===== config.mk =====
export PLATFORM = sky130hd
export DESIGN_NAME = instr_encoder_loader
export DESIGN_NICKNAME = d
export VERILOG_FILES = /design/src/rtl/instr_enc_pkg.sv /design/src/rtl/instr_fifo.sv /design/src/rtl/instr_encoder_loader.sv
export SDC_FILE = /design/constraint.sdc
export NUM_CORES = 1
export LEC_CHECK = 0
export BUFFER_PORTS_ARGS = -buffer_cell sky130_fd_sc_hd__buf_2
export CAP_MARGIN = 20
export CELL_PAD_IN_SITES_DETAIL_PLACEMENT = 0
export CELL_PAD_IN_SITES_GLOBAL_PLACEMENT = 1
export CORE_MARGIN = 2
export CORE_UTILIZATION = 49
export CTS_CLUSTER_SIZE = 8
export DETAILED_ROUTE_END_ITERATION = 8
export PLACE_DENSITY = 0.92
export SYNTH_ARGS = -nofsm -noshare
export SYNTH_HDL_FRONTEND = slang
export SYNTH_SLANG_ARGS = --single-unit
export TNS_END_PERCENT = 100

===== constraint.sdc =====
create_clock -name clk -period 6.8 [get_ports clk]
set_input_delay 1.36 -clock clk [delete_from_list [all_inputs] [get_ports clk]]
set_output_delay 1.36 -clock clk [all_outputs]
set_load 0.02 [all_outputs]

===== src/rtl/instr_enc_pkg.sv =====
// Shared types for the RV32I field encoder / IMEM loader.
// Format codes follow the decoder ImmSrc encoding so benches can share one table.
package instr_enc_pkg;

  typedef enum logic [2:0] {
    FMT_I = 3'b000,
    FMT_S = 3'b001,
    FMT_B = 3'b010,
    FMT_J = 3'b011,
    FMT_U = 3'b100,
    FMT_R = 3'b111
  } fmt_e;

  typedef enum logic [1:0] {
    ST_LOAD  = 2'd0,
    ST_DRAIN = 2'd1,
    ST_DONE  = 2'd2
  } state_e;

  localparam logic [6:0] OP_LOAD   = 7'b0000011;
  localparam logic [6:0] OP_IMM    = 7'b0010011;
  localparam logic [6:0] OP_AUIPC  = 7'b0010111;
  localparam logic [6:0] OP_STORE  = 7'b0100011;
  localparam logic [6:0] OP_R      = 7'b0110011;
  localparam logic [6:0] OP_LUI    = 7'b0110111;
  localparam logic [6:0] OP_BRANCH = 7'b1100011;
  localparam logic [6:0] OP_JALR   = 7'b1100111;
  localparam logic [6:0] OP_JAL    = 7'b1101111;

  // True when v[31:lsb] is all zeros or all ones, i.e. v fits as a signed (lsb+1)-bit value.
  function automatic logic upper_same(input logic [31:0] v, input int unsigned lsb);
    logic [31:0] hi;
    hi = v >> lsb;
    return (hi == 32'd0) || (hi == (32'hFFFF_FFFF >> lsb));
  endfunction

endpackage


===== src/rtl/instr_fifo.sv =====
// Synchronous FIFO holding encoded instruction words ahead of the IMEM write port.
// clear empties the FIFO and wins over a same-cycle push or pop.
module instr_fifo #(
  parameter int DEPTH = 4,
  parameter int W     = 32
) (
  input  logic         clk,
  input  logic         rst_n,
  input  logic         clear,
  input  logic         push,
  input  logic [W-1:0] wdata,
  input  logic         pop,
  output logic [W-1:0] rdata,
  output logic         full,
  output logic         empty
);

  localparam int PW = $clog2(DEPTH);

  logic [W-1:0]  mem_q [DEPTH];
  logic [PW-1:0] wr_ptr_q, wr_ptr_d;
  logic [PW-1:0] rd_ptr_q, rd_ptr_d;
  logic [PW:0]   cnt_q, cnt_d;
  logic          do_push, do_pop;

  assign full    = (cnt_q == (PW+1)'(DEPTH));
  assign empty   = (cnt_q == '0);
  assign do_push = push && !full && !clear;
  assign do_pop  = pop && !empty && !clear;
  assign rdata   = mem_q[rd_ptr_q];

  always_comb begin
    wr_ptr_d = wr_ptr_q;
    rd_ptr_d = rd_ptr_q;
    cnt_d    = cnt_q;
    if (clear) begin
      wr_ptr_d = '0;
      rd_ptr_d = '0;
      cnt_d    = '0;
    end else begin
      if (do_push) wr_ptr_d = wr_ptr_q + PW'(1);
      if (do_pop)  rd_ptr_d = rd_ptr_q + PW'(1);
      case ({do_push, do_pop})
        2'b10:   cnt_d = cnt_q + (PW+1)'(1);
        2'b01:   cnt_d = cnt_q - (PW+1)'(1);
        default: cnt_d = cnt_q;
      endcase
    end
  end

  always_ff @(posedge clk or negedge rst_n) begin
    if (!rst_n) begin
      wr_ptr_q <= '0;
      rd_ptr_q <= '0;
      cnt_q    <= '0;
    end else begin
      wr_ptr_q <= wr_ptr_d;
      rd_ptr_q <= rd_ptr_d;
      cnt_q    <= cnt_d;
    end
  end

  // Storage needs no reset: the count alone decides which entries are valid.
  always_ff @(posedge clk) begin
    if (do_push) mem_q[wr_ptr_q] <= wdata;
  end

endmodule


===== src/rtl/instr_encoder_loader.sv =====
// Packs RV32I field bundles into instruction words and streams them into IMEM.
//   state    | meaning
//   ST_LOAD  | accepting bundles from the program source
//   ST_DRAIN | last bundle taken, flushing queued words to IMEM
//   ST_DONE  | program fully written, waiting for clear
module instr_encoder_loader
  import instr_enc_pkg::*;
#(
  parameter int            DEPTH     = 4,
  parameter int            AW        = 32,
  parameter logic [AW-1:0] BASE_ADDR = '0
) (
  input  logic          clk,
  input  logic          reset,
  input  logic          in_valid,
  output logic          in_ready,
  input  logic [2:0]    fmt,
  input  logic [6:0]    op,
  input  logic [2:0]    funct3,
  input  logic [6:0]    funct7,
  input  logic [4:0]    rd,
  input  logic [4:0]    rs1,
  input  logic [4:0]    rs2,
  input  logic [31:0]   imm,
  input  logic          last,
  input  logic          clear,
  output logic          imem_we,
  input  logic          imem_ready,
  output logic [AW-1:0] imem_addr,
  output logic [31:0]   imem_wd,
  output logic [15:0]   words,
  output logic          err,
  output logic          prog_done
);

  state_e        state_q, state_d;
  logic [AW-1:0] addr_q, addr_d;
  logic [15:0]   words_q, words_d;
  logic          err_q, err_d;

  logic [31:0] enc_word;
  logic        enc_legal;
  logic        fifo_full, fifo_empty;
  logic        accept, push, wr_fire;

  always_comb begin
    enc_word  = '0;
    enc_legal = 1'b0;
    case (fmt)
      FMT_R: begin
        enc_word  = {funct7, rs2, rs1, funct3, rd, op};
        enc_legal = 1'b1;
      end
      FMT_I: begin
        enc_word  = {imm[11:0], rs1, funct3, rd, op};
        enc_legal = upper_same(imm, 11);
      end
      FMT_S: begin
        enc_word  = {imm[11:5], rs2, rs1, funct3, imm[4:0], op};
        enc_legal = upper_same(imm, 11);
      end
      FMT_B: begin
        enc_word  = {imm[12], imm[10:5], rs2, rs1, funct3, imm[4:1], imm[11], op};
        enc_legal = upper_same(imm, 12) && !imm[0];
      end
      FMT_U: begin
        enc_word  = {imm[31:12], rd, op};
        enc_legal = (imm[11:0] == 12'd0);
      end
      FMT_J: begin
        enc_word  = {imm[20], imm[10:1], imm[11], imm[19:12], rd, op};
        enc_legal = upper_same(imm, 20) && !imm[0];
      end
      default: begin
        enc_word  = '0;
        enc_legal = 1'b0;
      end
    endcase
  end

  // No bypass: a full FIFO blocks intake even if a pop happens this cycle.
  assign in_ready  = (state_q == ST_LOAD) && !fifo_full;
  assign accept    = in_valid && in_ready && !clear;
  assign push      = accept && enc_legal;
  assign imem_we   = !fifo_empty;
  assign wr_fire   = imem_we && imem_ready && !clear;
  assign imem_addr = addr_q;
  assign words     = words_q;
  assign err       = err_q;
  assign prog_done = (state_q == ST_DONE);

  instr_fifo #(.DEPTH(DEPTH), .W(32)) u_fifo (
    .clk   (clk),
    .rst_n (reset),
    .clear (clear),
    .push  (push),
    .wdata (enc_word),
    .pop   (wr_fire),
    .rdata (imem_wd),
    .full  (fifo_full),
    .empty (fifo_empty)
  );

  always_comb begin
    state_d = state_q;
    addr_d  = addr_q;
    words_d = words_q;
    err_d   = err_q;
    if (clear) begin
      state_d = ST_LOAD;
      addr_d  = BASE_ADDR;
      words_d = '0;
      err_d   = 1'b0;
    end else begin
      if (wr_fire) begin
        addr_d = addr_q + AW'(4);
        if (words_q != 16'hFFFF) words_d = words_q + 16'd1;
      end
      if (accept && !enc_legal) err_d = 1'b1;
      case (state_q)
        ST_LOAD:  if (accept && last) state_d = ST_DRAIN;
        ST_DRAIN: if (fifo_empty) state_d = ST_DONE;
        ST_DONE:  state_d = ST_DONE;
        default:  state_d = ST_LOAD;
      endcase
    end
  end

  always_ff @(posedge clk or negedge reset) begin
    if (!reset) begin
      state_q <= ST_LOAD;
      addr_q  <= BASE_ADDR;
      words_q <= '0;
      err_q   <= 1'b0;
    end else begin
      state_q <= state_d;
      addr_q  <= addr_d;
      words_q <= words_d;
      err_q   <= err_d;
    end
  end

endmodule

Word-level counts from Yosys, hierarchy flattened --
Memories as Yosys holds them, arrays and structs flattened. Index checks and enable logic that the tools add are counted.
Storage, ports and cells: bits in registers 58, RAM bits 128, input port bits 73, output and inout port bits 84, memories 1
Memory list:
- u_fifo.mem_q | depth 4, bits a word 32, read ports 1, clocked after memory_dff 0, write ports 1, line instr_fifo.sv:20 | logic [W-1:0] mem_q [DEPTH];
Operators by class: $add $sub $neg 6, equality and inequality tests 16, muxes and demuxes 21, reduce and logical (&&, ||, !) cells 38
Operators with widths (number):
- $pmux W32 S6 | 1
- $logic_not A32 Y1 | 3
- $mux W32 | 2
- $mux W16 | 3
- $add A32 B3 Y32 const B | 1
- $eq A21 B21 Y1 const B | 1
- $eq A20 B20 Y1 const B | 1
- $add A16 B1 Y16 const B | 1
- $ne A16 B16 Y1 const B | 1
- $logic_and A1 B1 Y1 | 14
- $mux W2 | 7
- $eq A12 B12 Y1 const B | 1
- $logic_not A12 Y1 | 1
- $reduce_bool A2 Y1 | 5
- $eq A3 B3 Y1 const B | 3
- $eq A3 B2 Y1 const B | 2
- $logic_not A3 Y1 | 2
- $ne A3 B2 Y1 const B | 2
- $pmux W2 S3 | 1
- $pmux W3 S2 | 1
- $logic_not A1 Y1 | 5
- $pmux W1 S5 | 1
- $add A2 B1 Y2 const B | 2
- $eq A2 B1 Y1 const B | 2
- other kinds (11) | 18

Longest topological paths before layout --
word-level depth 11, gate-level depth with buffers 13

By module --
A second synthesis with hierarchy kept.
Unflattened totals: cell total of the unflattened synthesis 670, area, all modules 8811.0 sq um
By module, submodules not included:
- instr_fifo | instances 1, cells each 233, area an instance 5231.3 sq um, sequential area each 4018.9 sq um
- instr_encoder_loader | instances 1, cells each 437, area an instance 3579.7 sq um, sequential area each 1226.2 sq um

Least setup slack after synthesis --
No wires, ideal clock.
path type input -> register, start input fmt[2], end register u_fifo.cnt_q[2], library setup time 0.086 ns, arrival time 3.407 ns, data required time 6.714 ns, path slack 3.307 ns, stages 12, buffers on the path 2, path through buf_2 -> nor4b_1 -> nand4_1 -> o211ai_1 -> a221o_2 -> and2_1 -> buf_6 -> nor3_1 -> fa_1 -> a211o_1 -> and3b_1 -> nor3_1
On the way: cells in the longest elaborated chain, start to end 9, elaborated cells between the ends (all ways) 16
RTL lines:
- from (decl) | line instr_encoder_loader.sv:17 | input logic [2:0] fmt,
- $eq A3 B1 Y1 or $logic_not A3 Y1 (tied branches) | line instr_encoder_loader.sv:49 | case (fmt)
- $reduce_or A2 Y1 (no line)
- $pmux W1 S5 (*) | line instr_encoder_loader.sv:49
- $logic_and A1 B1 Y1 (*) | line instr_encoder_loader.sv:84 | assign push = accept && enc_legal;
- $logic_and A1 B1 Y1 (*) (2 in series) | line instr_fifo.sv:28 | assign do_push = push && !full && !clear;
- $eq A2 B1 Y1 or $eq A2 B2 Y1 (tied branches) | line instr_fifo.sv:43 | case ({do_push, do_pop})
- $pmux W3 S2 | line instr_fifo.sv:43
- $mux W3 | line instr_fifo.sv:36 | if (clear) begin
- to (signal assigned) | line instr_fifo.sv:59 | cnt_q <= cnt_d;
- to (decl) | line instr_fifo.sv:23 | logic [PW:0] cnt_q, cnt_d;
Mark *: on every way between the ends. The rest lies on a longest branch, timed or not. A chain may end at the register's enable or synchronous reset.

Worst setup path in the final report --
Same ends and word-level chain as after synthesis.

==> results.json <==
{
  "drtIter0Drc": 504,
  "clk_latency_ns": 0.42,
  "numCtsBuffers": 17,
  "critPathMaxStageDelay_ns": 0.75,
  "root_buffer": "clkbuf_16",
  "die_y_um": 136,
  "syn_to_final_growth_pct": 17.4,
  "postSynthAreaPerCell_um2": 13.8,
  "rsz0062_at_grt": "no",
  "finalHoldViolCount": 0,
  "dr_total_vias": 5709,
  "drive_gt1_share_pct": 30.3,
  "path_class": "input pin to flop",
  "yosysMostFrequentCell": "edfxtp_1",
  "peakVddDrop_uv": 209,
  "crit_fanout": 55,
  "drv_cap": 0,
  "synth_commonest_cells": "128 x edfxtp_1, 58 x nor2_1, 56 x dfrtp_1, 40 x nand2_1, 32 x mux4_2",
  "cp_common_cell": "nor3_1",
  "antenna_left": 0,
  "drt-wirelength-per-cell_um": 18.4,
  "synth_area_leaders": "edfxtp_1 45%, dfrtp_1 16%, mux4_2 8.4%",
  "arrival_ns": 4.35,
  "p_comb_share_pct": 20.8,
  "grt_pass1_wl_mm": 29.0,
  "place_hpwl_mm": 12.6,
  "final_util_pct": 58.5,
  "initial_core_util_pct": 49.8,
  "drt-total-wl_mm": 18.5,
  "cts.clk_slew.worst_paths_ns": 0.07,
  "grt_util_all_layers_pct": 20.5,
  "synth.largest_area_cell": "edfxtp_1",
  "row_count": 48,
  "crit_slowest_cell": "buf_2",
  "worst_setup_path_start_kind": "input pin",
  "async_reset_ff_share_pct": 30.4,
  "timing.hold.ws_ns": 0.556,
  "antenna_found_initial": 0,
  "postCtsSetupBuffers": 0,
  "dieWidth_um": 136,
  "route.detailed.drc": 0,
  "relSlewSlack_pct": 32.5,
  "p_int_mw": 2.02,
  "clkSinkCount": 184,
  "gr-total-overflow": 0,
  "min_period_ns": 4.01,
  "finClkSkew_ns": 0.00896,
  "synth_ff_type": "edfxtp_1",
  "end_kind": "flop",
  "syn_area_um2": 8550,
  "cts_hold_buf": 0,
  "die_area_um2": 18500,
  "cts_tree": "built",
  "vias_per_cell": 5.69,
  "worstPathCellList": "buf_2, nor4b_1, nand4_1, o211ai_1, a221o_2, and2_1, nor3_1, fa_1, a211o_1, and3b_1, nor3_1",
  "max_freq_ghz": 0.249,
  "tns_ns": 0,
  "p_sw_uw": 774,
  "switching_share_pct": 27.7,
  "core_um2": 17200,
  "antennaDiodeCount": 0,
  "portBuffers": 154,
  "timing.final.crit_share_pct": 59.0,
  "cts_resized": 0,
  "worst_slew_pin_slew_ns": 1.01,
  "p_leak_nw": 3.90,
  "ys_ff_latch": 184,
  "clkPwrFrac_pct": 34.3,
  "yosys_warnings": 0,
  "h-tree-depth": 4,
  "synth_cells": 622,
  "nNetsFinal": 850,
  "place.gp.congestion": 0.877,
  "yosys.area.top_type_share_pct": 44.9,
  "hold_class": "flop to flop",
  "synth-seq-area-share_pct": 61.3,
  "first_global_vias": 5642,
  "grt_max_degree": 61,
  "yosys.cell_types.count": 59,
  "clk_path_buf_depth": 2,
  "sequentialPowerShare_pct": 44.9,
  "crit_required_ns": 7.14,
  "maxSlewViolCount": 0,
  "first_pass_iters": 5,
  "synth_edf_count": 128,
  "io_pins": 157,
  "setup-violations-final": 0,
  "status": "finished, final reports clean",
  "power.density_nw_per_um2": 279
}
-- worst max-delay path, delay by kind of cell --
kind,cells,cell delay [ns]
simple gates,6,1.21
compound gates,3,0.59
buf+inv,1,0.75
fa+ha+maj,1,0.41
-- power groups by stage --
| stage | sequential (mW) | clock (mW) | combinational [mW] |
|---|---|---|---|
| 4_1_cts | 1.26 | 0.979 | 0.589 |
| 5_1_grt | 1.26 | 1.02 | 0.630 |
| 3_5_place_dp | 1.28 | 0 | 0.586 |
| 3_3_place_gp | 1.28 | 0 | 0.574 |
| 2_1_floorplan | 1.28 | 0 | 0.421 |
| 6_report | 1.26 | 0.960 | 0.581 |
-- cell families after synthesis --
kind of cell | after synthesis | synth area share (%)
flops | 184 | 61.3
fa+ha+maj | 10 | 1.55
simple gates | 215 | 13.5
buf+inv | 40 | 2.38
other cells | 1 | 0.0438
compound gates | 80 | 6.07
xor+xnor | 43 | 4.62
mux | 49 | 10.5
-- worst paths after layout --
kind	from	to	slack (ns)	depth (start not counted)
worst min-delay path	imem_addr[31]$_DFFE_PN0P_	imem_addr[31]$_DFFE_PN0P_	0.56	2
max in group asynchronous	reset	u_fifo.rd_ptr_q[0]$_DFFE_PN0P_	5.20	2
worst min register to register	imem_addr[31]$_DFFE_PN0P_	imem_addr[31]$_DFFE_PN0P_	0.56	2
worst max-delay path	fmt[2]	u_fifo.cnt_q[2]$_DFFE_PN0P_	2.79	11
worst max register to register	u_fifo.cnt_q[0]$_DFFE_PN0P_	u_fifo.cnt_q[2]$_DFFE_PN0P_	3.85	9
min in group asynchronous	reset	imem_addr[28]$_DFFE_PN0P_	1.07	2
-- state kept, by name, indices dropped and copies added, names as in the netlist --
register / count
err: 1
words: 16
u_fifo.wr_ptr_q: 2
imem_addr: 30
u_fifo.mem_q: 128
u_fifo.rd_ptr_q: 2
u_fifo.cnt_q: 3
state_q: 2
-- cell type report --
class                   count  area (µm²)
clock buffers              19         433
fillers                  1391        7130
well taps                 225         282
clock inverters            12         141
inverters                   7        26.3
flip-flops and latches    184        5250
multi-input cells         399        3110
repair buffers            158         801
-- per-layer routing --
layer	GRT usage (%)	wire length, µm
met1	26.3	7630
met2	34.6	9560
met3	4.40	876
met4	7.52	424
met5	0	0
-- per-stage QoR --
step                cells  instance area [µm²]  total power, mW  worst slack [ns]
floorplan             623                 8560             1.71              3.31
global placement      973                 9470             1.85              2.48
detailed placement    973                 9470             1.87              2.39
CTS                  1004                10000             2.83              2.83
global route         1004                10000             2.91              2.52
finish               1004                10000             2.80              2.79
-- cells in the final DEF, fill, tap and decap left out, types with 7 or more instances in the layout --
cell,netlist,final
nor2_1,58,58
o21ai_0,15,15
mux2i_1,16,16
clkbuf_16,0,17
edfxtp_1,128,128
mux4_2,32,32
xor2_1,29,29
nor2b_1,14,14
nand4_1,16,16
buf_2,3,154
a21oi_1,30,30
nor4_1,8,8
xnor2_1,13,13
ha_1,9,9
and2_1,12,12
o221ai_1,9,9
inv_1,7,7
dfrtp_1,56,55
nand2_1,40,40
nand2b_1,9,9
nand3_1,16,16
Note: power is estimated with default switching activity, not from simulation.
